$ cat src/rtl/rggen_rtl_pkg.sv
// Shared types for the register-block bus adapters: response status
// encoding, bus-stage FSM states and a counter width helper.
package rggen_rtl_pkg;

    typedef enum logic [1:0] {
        OKAY         = 2'b00,
        EXOKAY       = 2'b01,
        SLAVE_ERROR  = 2'b10,
        DECODE_ERROR = 2'b11
    } rggen_status;

    typedef enum logic [1:0] {
        ST_IDLE     = 2'b00,
        ST_ACCESS   = 2'b01,
        ST_RESPONSE = 2'b10
    } rggen_bus_state;

    // Width that can hold 0..limit; never less than one bit.
    function automatic int unsigned counter_width(input int unsigned limit);
        int unsigned w;
        w = $clog2(limit + 1);
        return (w < 1) ? 1 : w;
    endfunction

endpackage

$ cat src/rtl/rggen_access_timer.sv
// Access timeout counter. Counts cycles while i_count is high, clears on
// i_clear, and flags expiry when the count sits on its last legal value.
// A TIMEOUT_CYCLES of 0 disables counting and expiry entirely.
module rggen_access_timer
    import rggen_rtl_pkg::*;
#(
    parameter int unsigned TIMEOUT_CYCLES = 64
)(
    input  logic i_clk,
    input  logic i_rst,
    input  logic i_clear,
    input  logic i_count,
    output logic o_expired
);

    localparam int unsigned CW       = counter_width(TIMEOUT_CYCLES);
    localparam bit          ENABLE   = (TIMEOUT_CYCLES != 0);
    localparam int unsigned LAST_INT = ENABLE ? (TIMEOUT_CYCLES - 1) : 0;
    localparam logic [CW-1:0] LAST   = CW'(LAST_INT);

    logic [CW-1:0] count;

    // Expiry is combinational so the caller can act in the same cycle the
    // last allowed count is reached.
    assign o_expired = ENABLE && (count == LAST);

    // Count up while asked to; the caller clears before the count can
    // move past LAST, so the counter never wraps.
    always_ff @(posedge i_clk or posedge i_rst) begin
        if (i_rst) begin
            count <= '0;
        end else if (i_clear) begin
            count <= '0;
        end else if (ENABLE && i_count && !o_expired) begin
            count <= count + CW'(1);
        end
    end

endmodule

$ cat src/rtl/rggen_bus_response_stage.sv
// Bus-side stage behind the register OR reducers: accepts one host request,
// presents it on the register bus, collects the reduced response (or makes
// a decode / timeout error) and holds it until the host takes it.
module rggen_bus_response_stage
    import rggen_rtl_pkg::*;
#(
    parameter int unsigned ADDRESS_WIDTH  = 16,
    parameter int unsigned BUS_WIDTH      = 32,
    parameter int unsigned TIMEOUT_CYCLES = 64
)(
    input  logic                     i_clk,
    input  logic                     i_rst,
    input  logic                     i_req_valid,
    output logic                     o_req_ready,
    input  logic [ADDRESS_WIDTH-1:0] i_req_address,
    input  logic                     i_req_write,
    input  logic [BUS_WIDTH-1:0]     i_req_data,
    input  logic [BUS_WIDTH-1:0]     i_req_strobe,
    output logic                     o_reg_valid,
    output logic [ADDRESS_WIDTH-1:0] o_reg_address,
    output logic                     o_reg_write,
    output logic [BUS_WIDTH-1:0]     o_reg_data,
    output logic [BUS_WIDTH-1:0]     o_reg_strobe,
    input  logic                     i_reg_active,
    input  logic                     i_reg_ready,
    input  logic [1:0]               i_reg_status,
    input  logic [BUS_WIDTH-1:0]     i_reg_read_data,
    output logic                     o_rsp_valid,
    input  logic                     i_rsp_ready,
    output logic [1:0]               o_rsp_status,
    output logic [BUS_WIDTH-1:0]     o_rsp_data
);

    rggen_bus_state state;
    rggen_bus_state state_next;

    logic           capture_req;
    logic           capture_rsp;
    logic           release_rsp;
    rggen_status    rsp_status_next;
    logic [BUS_WIDTH-1:0] rsp_data_next;
    rggen_status    rsp_status;

    logic timer_count;
    logic timer_expired;

    assign o_req_ready  = (state == ST_IDLE);
    assign o_rsp_status = rsp_status;

    rggen_access_timer #(
        .TIMEOUT_CYCLES (TIMEOUT_CYCLES)
    ) u_timer (
        .i_clk     (i_clk),
        .i_rst     (i_rst),
        .i_clear   (capture_rsp),
        .i_count   (timer_count),
        .o_expired (timer_expired)
    );

    // State register.
    always_ff @(posedge i_clk or posedge i_rst) begin
        if (i_rst) begin
            state <= ST_IDLE;
        end else begin
            state <= state_next;
        end
    end

    // Next state plus response selection. Within ACCESS a missing hit beats
    // ready, and ready beats timeout expiry so a late-but-real answer wins.
    always_comb begin
        state_next      = state;
        capture_req     = 1'b0;
        capture_rsp     = 1'b0;
        release_rsp     = 1'b0;
        rsp_status_next = OKAY;
        rsp_data_next   = '0;
        timer_count     = 1'b0;
        case (state)
            ST_IDLE: begin
                if (i_req_valid) begin
                    capture_req = 1'b1;
                    state_next  = ST_ACCESS;
                end
            end
            ST_ACCESS: begin
                if (!i_reg_active) begin
                    capture_rsp     = 1'b1;
                    rsp_status_next = DECODE_ERROR;
                end else if (i_reg_ready) begin
                    capture_rsp     = 1'b1;
                    rsp_status_next = rggen_status'(i_reg_status);
                    rsp_data_next   = o_reg_write ? '0 : i_reg_read_data;
                end else begin
                    timer_count = 1'b1;
                    if (timer_expired) begin
                        capture_rsp     = 1'b1;
                        rsp_status_next = SLAVE_ERROR;
                    end
                end
                if (capture_rsp) begin
                    state_next = ST_RESPONSE;
                end
            end
            ST_RESPONSE: begin
                if (i_rsp_ready) begin
                    release_rsp = 1'b1;
                    state_next  = ST_IDLE;
                end
            end
            default: begin
                state_next = ST_IDLE;
            end
        endcase
    end

    // Register-bus side: latch the request on acceptance, keep the access
    // valid until a response is captured.
    always_ff @(posedge i_clk or posedge i_rst) begin
        if (i_rst) begin
            o_reg_valid   <= 1'b0;
            o_reg_address <= '0;
            o_reg_write   <= 1'b0;
            o_reg_data    <= '0;
            o_reg_strobe  <= '0;
        end else if (capture_req) begin
            o_reg_valid   <= 1'b1;
            o_reg_address <= i_req_address;
            o_reg_write   <= i_req_write;
            o_reg_data    <= i_req_data;
            o_reg_strobe  <= i_req_strobe;
        end else if (capture_rsp) begin
            o_reg_valid   <= 1'b0;
        end
    end

    // Host side: single response buffer, held stable until accepted.
    always_ff @(posedge i_clk or posedge i_rst) begin
        if (i_rst) begin
            o_rsp_valid <= 1'b0;
            rsp_status  <= OKAY;
            o_rsp_data  <= '0;
        end else if (capture_rsp) begin
            o_rsp_valid <= 1'b1;
            rsp_status  <= rsp_status_next;
            o_rsp_data  <= rsp_data_next;
        end else if (release_rsp) begin
            o_rsp_valid <= 1'b0;
        end
    end

endmodule

$ cat config.mk
export PLATFORM = sky130hd
export DESIGN_NAME = rggen_bus_response_stage
export DESIGN_NICKNAME = d
export VERILOG_FILES = /design/src/rtl/rggen_rtl_pkg.sv /design/src/rtl/rggen_access_timer.sv /design/src/rtl/rggen_bus_response_stage.sv
export SDC_FILE = /design/constraint.sdc
export NUM_CORES = 1
export LEC_CHECK = 0
export CORE_ASPECT_RATIO = 1.25
export CORE_MARGIN = 2
export CORE_UTILIZATION = 40
export DETAILED_ROUTE_END_ITERATION = 8
export PLACE_DENSITY = 0.84
export RECOVER_POWER = 25
export SETUP_SLACK_MARGIN = 0.02
export SLEW_MARGIN = 5
export SYNTH_ARGS = -nofsm -noshare
export SYNTH_HDL_FRONTEND = slang
export SYNTH_HIERARCHICAL = 1
export SYNTH_SLANG_ARGS = --single-unit
export TNS_END_PERCENT = 20
$ cat constraint.sdc
create_clock -name i_clk -period 5.85 [get_ports i_clk]
set_input_delay 1.4625 -clock i_clk [delete_from_list [all_inputs] [get_ports i_clk]]
set_output_delay 1.4625 -clock i_clk [all_outputs]
set_load 0.005 [all_outputs]
==> summary by stage <==
Global route
The combined global-route utilization of all metal layers is 19.3%. The number of global-route vias before repair is 3,791. The number of antenna violations at the first check in global routing is 0.

The largest net degree at the start of global routing is 88. The first global-routing pass estimated 20.3 mm of wire. Global routing finished with a remaining overflow of 0.

Routing
Dividing the detail-routed wire length by the instance count gives 17.6 um. The residual DRC count is 0. In the routed layout, each cell is associated on average with a via count of 4.84. The number of antenna-violating nets in the routed design is 0. The aggregate routed wire length is 13.0 mm. The length of the first detailed-routing pass in iterations is 4.

The initial detailed-routing violation count is 112. Across all layers, the routed design uses 3,589 vias.

CTS
The number of buffers added by the clock tree synthesis step is 17. The TritonCTS clock tree is done. The number of setup buffers added after CTS is 0. The number of gates resized after CTS was 0. The number of clock sinks is 126. The clock passes through at most 2 buffers. The number of buffers inserted for hold repair after clock tree synthesis is 0. The clock root buffer is clkbuf_16.

Clock-pin slew was measured on the worst setup and hold paths at 60 ps. The clock latency on the worst-skew pair is 410 ps. The number of levels in the clock H-tree is 4.

STA
Setup violations remaining at the end of the flow were counted as 0. The transition time at the pin with the least slew margin is 1140 ps. The final critical delay including setup and external delays is 3370 ps. The final clock period utilization by the worst path is 57.6%. The total negative slack is 0 ps.

The maximum clock frequency is 0.297 GHz. The final count of hold timing violations was 0. The largest clock skew in the final design is 10.2 ps.

Setup repair after global routing left no endpoint under its margin. Headroom to the max-slew limit came out at 23.6%. On the final layout, the worst hold slack is 475 ps. The number of pins with negative max-slew slack in the final report was 0.

Floorplan
Once the floorplan was initialized, standard cells occupied 40.5% of the core. In this run the vertical extent of the chip is 130 um. 239 I/O pins were placed. The width of the die is 105 um.

The die covers 0.0137 mm^2. The standard-cell row count is 46. The area of the placeable core is 0.0126 mm^2.

Setup path
Of all nets on the critical path, the largest fanout is 35. The worst setup path is captured at a flip-flop. The worst-path cell with the longest stage delay is dlygate4sd3_1. The critical path's largest stage delay is 610 ps. The signal on the critical path passes through dlygate4sd3_1 > or3b_1 > nand2_2 > inv_1 > nand2b_1 > mux2i_1. The category of cells accounting for the largest share of critical-path delay is simple AND/OR/NAND/NOR gates. The launching element type of the critical path is an input port. The combined buffer and inverter count along the critical path is 2. The critical path is of the in -> reg type. The endpoint arrival time on the critical path is 3690 ps.

The critical path data required time is 6170 ps.

Yosys
For this run, the number of Yosys warnings is 6. The post-synthesis instance total is 316. Synthesis inferred 126 register bits. The synthesized area per cell is 16.2 um^2. The post-synthesis net count is 438. The number of flops mapped to enable cells by yosys is 0. The sequential area share after synthesis is 61.7%. The number of different library cells in the post-synthesis netlist is 37. The cell area after technology mapping is 0.00511 mm^2.

The most instantiated flip-flop cell in the synthesis netlist is dfrtp_1. Counting flops with an async set or reset pin after synthesis yields a share of 100%.

Power and ir drop
The worst vdd rail ir drop is 0.284 mV. The static leakage is 0.00357 uW. The power per unit of standard cell area is 516 mW/mm^2.

Final layout
The fraction of final layout cells sized beyond drive strength 1 is 18.8%. In the layout the commonest cells are clkdlybuf4s50_1, dfrtp_1, mux2_4, a22o_1. The count of nets after finishing is 682.

The total inserted antenna cells is 0. The area growth from synthesis to layout is 59.1%. The most frequent standard cell in the layout excluding fill and tap cells is clkdlybuf4s50_1.

Cells fill 64.5% of the core in the end.

Job
Across the run, the number of max-cap violations was 0.

Placed design
Input and output buffers added on the ports amount to 238. At the end of routability-driven placement, the weighted congestion stood at 0.767. Summed over all nets, the half-perimeter wirelength after detailed placement is 9.32 mm.

Worst hold path
The path class of the tightest hold or removal check is reg -> reg.

Status
The flow ran to the end, and the final reports show no timing, DRC or antenna violations.
==> flip-flops by register name, summed over array words and instances (netlist names) <==
| register | flops |
|---|---|
| o_reg_address | 16 |
| o_reg_data | 32 |
| state | 2 |
| u_timer/count | 7 |
| o_rsp_data | 32 |
| o_reg_write | 1 |
| o_reg_strobe | 32 |
| o_rsp_status | 2 |
| o_rsp_valid | 1 |
| o_reg_valid | 1 |
==> path summary, 6_finish.rpt <==
check	to	from	slack, ps	depth (start not counted)
setup reg to reg	u_timer/count[1]$_DFFE_PP0P_	u_timer/count[0]$_DFFE_PP0P_	3050	8
max in group asynchronous	o_rsp_data[11]$_DFFE_PP0P_	i_rst	3060	3
min in group asynchronous	u_timer/count[4]$_DFFE_PP0P_	i_rst	1520	2
hold / removal	o_reg_valid$_DFFE_PP0P_	o_reg_valid$_DFFE_PP0P_	470	1
hold reg to reg	o_reg_valid$_DFFE_PP0P_	o_reg_valid$_DFFE_PP0P_	470	1
setup / recovery	u_timer/count[1]$_DFFE_PP0P_	i_reg_ready	2480	6
==> through the flow <==
stage / cell area (um^2) / worst slack (ps) / power, uW / cells
finish: 8130 / 2480 / 4200 / 741
global route: 8130 / 2310 / 4420 / 741
global placement: 7600 / 2270 / 3210 / 709
detailed placement: 7600 / 2180 / 3260 / 709
CTS: 8140 / 2600 / 4240 / 741
floorplan: 5110 / 1230 / 2260 / 316
==> logic make-up after synthesis <==
kind of cell / after synthesis / synth area share (%)
buf+inv: 22 / 3.11
simple gates: 37 / 4.21
flops: 126 / 61.7
compound gates: 46 / 7.23
mux: 84 / 23.5
fa+ha+maj: 1 / 0.245
==> synthesized netlist by cell type (2+ instances only) <==
| cell | number | area share, % |
|---|---|---|
| a21oi_1 | 5 | 0.49 |
| buf_4 | 3 | 0.44 |
| a22o_1 | 32 | 5.5 |
| nand3_1 | 2 | 0.20 |
| nor2b_1 | 2 | 0.24 |
| a21o_1 | 2 | 0.29 |
| mux2_1 | 15 | 3.3 |
| buf_6 | 8 | 1.8 |
| nand2_1 | 7 | 0.51 |
| dfrtp_1 | 126 | 62 |
| nor3_1 | 3 | 0.29 |
| inv_1 | 6 | 0.44 |
| nand2b_1 | 3 | 0.37 |
| nor2_1 | 8 | 0.59 |
| buf_2 | 4 | 0.39 |
| mux2_4 | 68 | 20 |
| o21ai_0 | 2 | 0.20 |
==> area by class of cell <==
class	instances	area (um^2)
clock buffers	17	425
clock inverters	15	113
fillers	913	4480
inverters	6	25.0
multi-input cells	168	1800
flip-flops and latches	126	3150
well taps	168	210
repair buffers	241	2400
==> per-layer routing <==
metal	up-vias	global-route usage, %	wire (um)
met2	179	32.8	6540
met5	-	0	0
met4	0	7.53	208
met1	1767	22.9	5380
met3	19	6.19	881
li1	1624	-	-
==> where the power goes <==
group	internal [uW]	leakage, uW	switching (uW)
Clock	546	0.000261	406
Sequential	1270	0.00155	250
Combinational	1200	0.00176	524
Total	3020	0.00357	1180
Note: power is estimated with default switching activity, not from simulation.
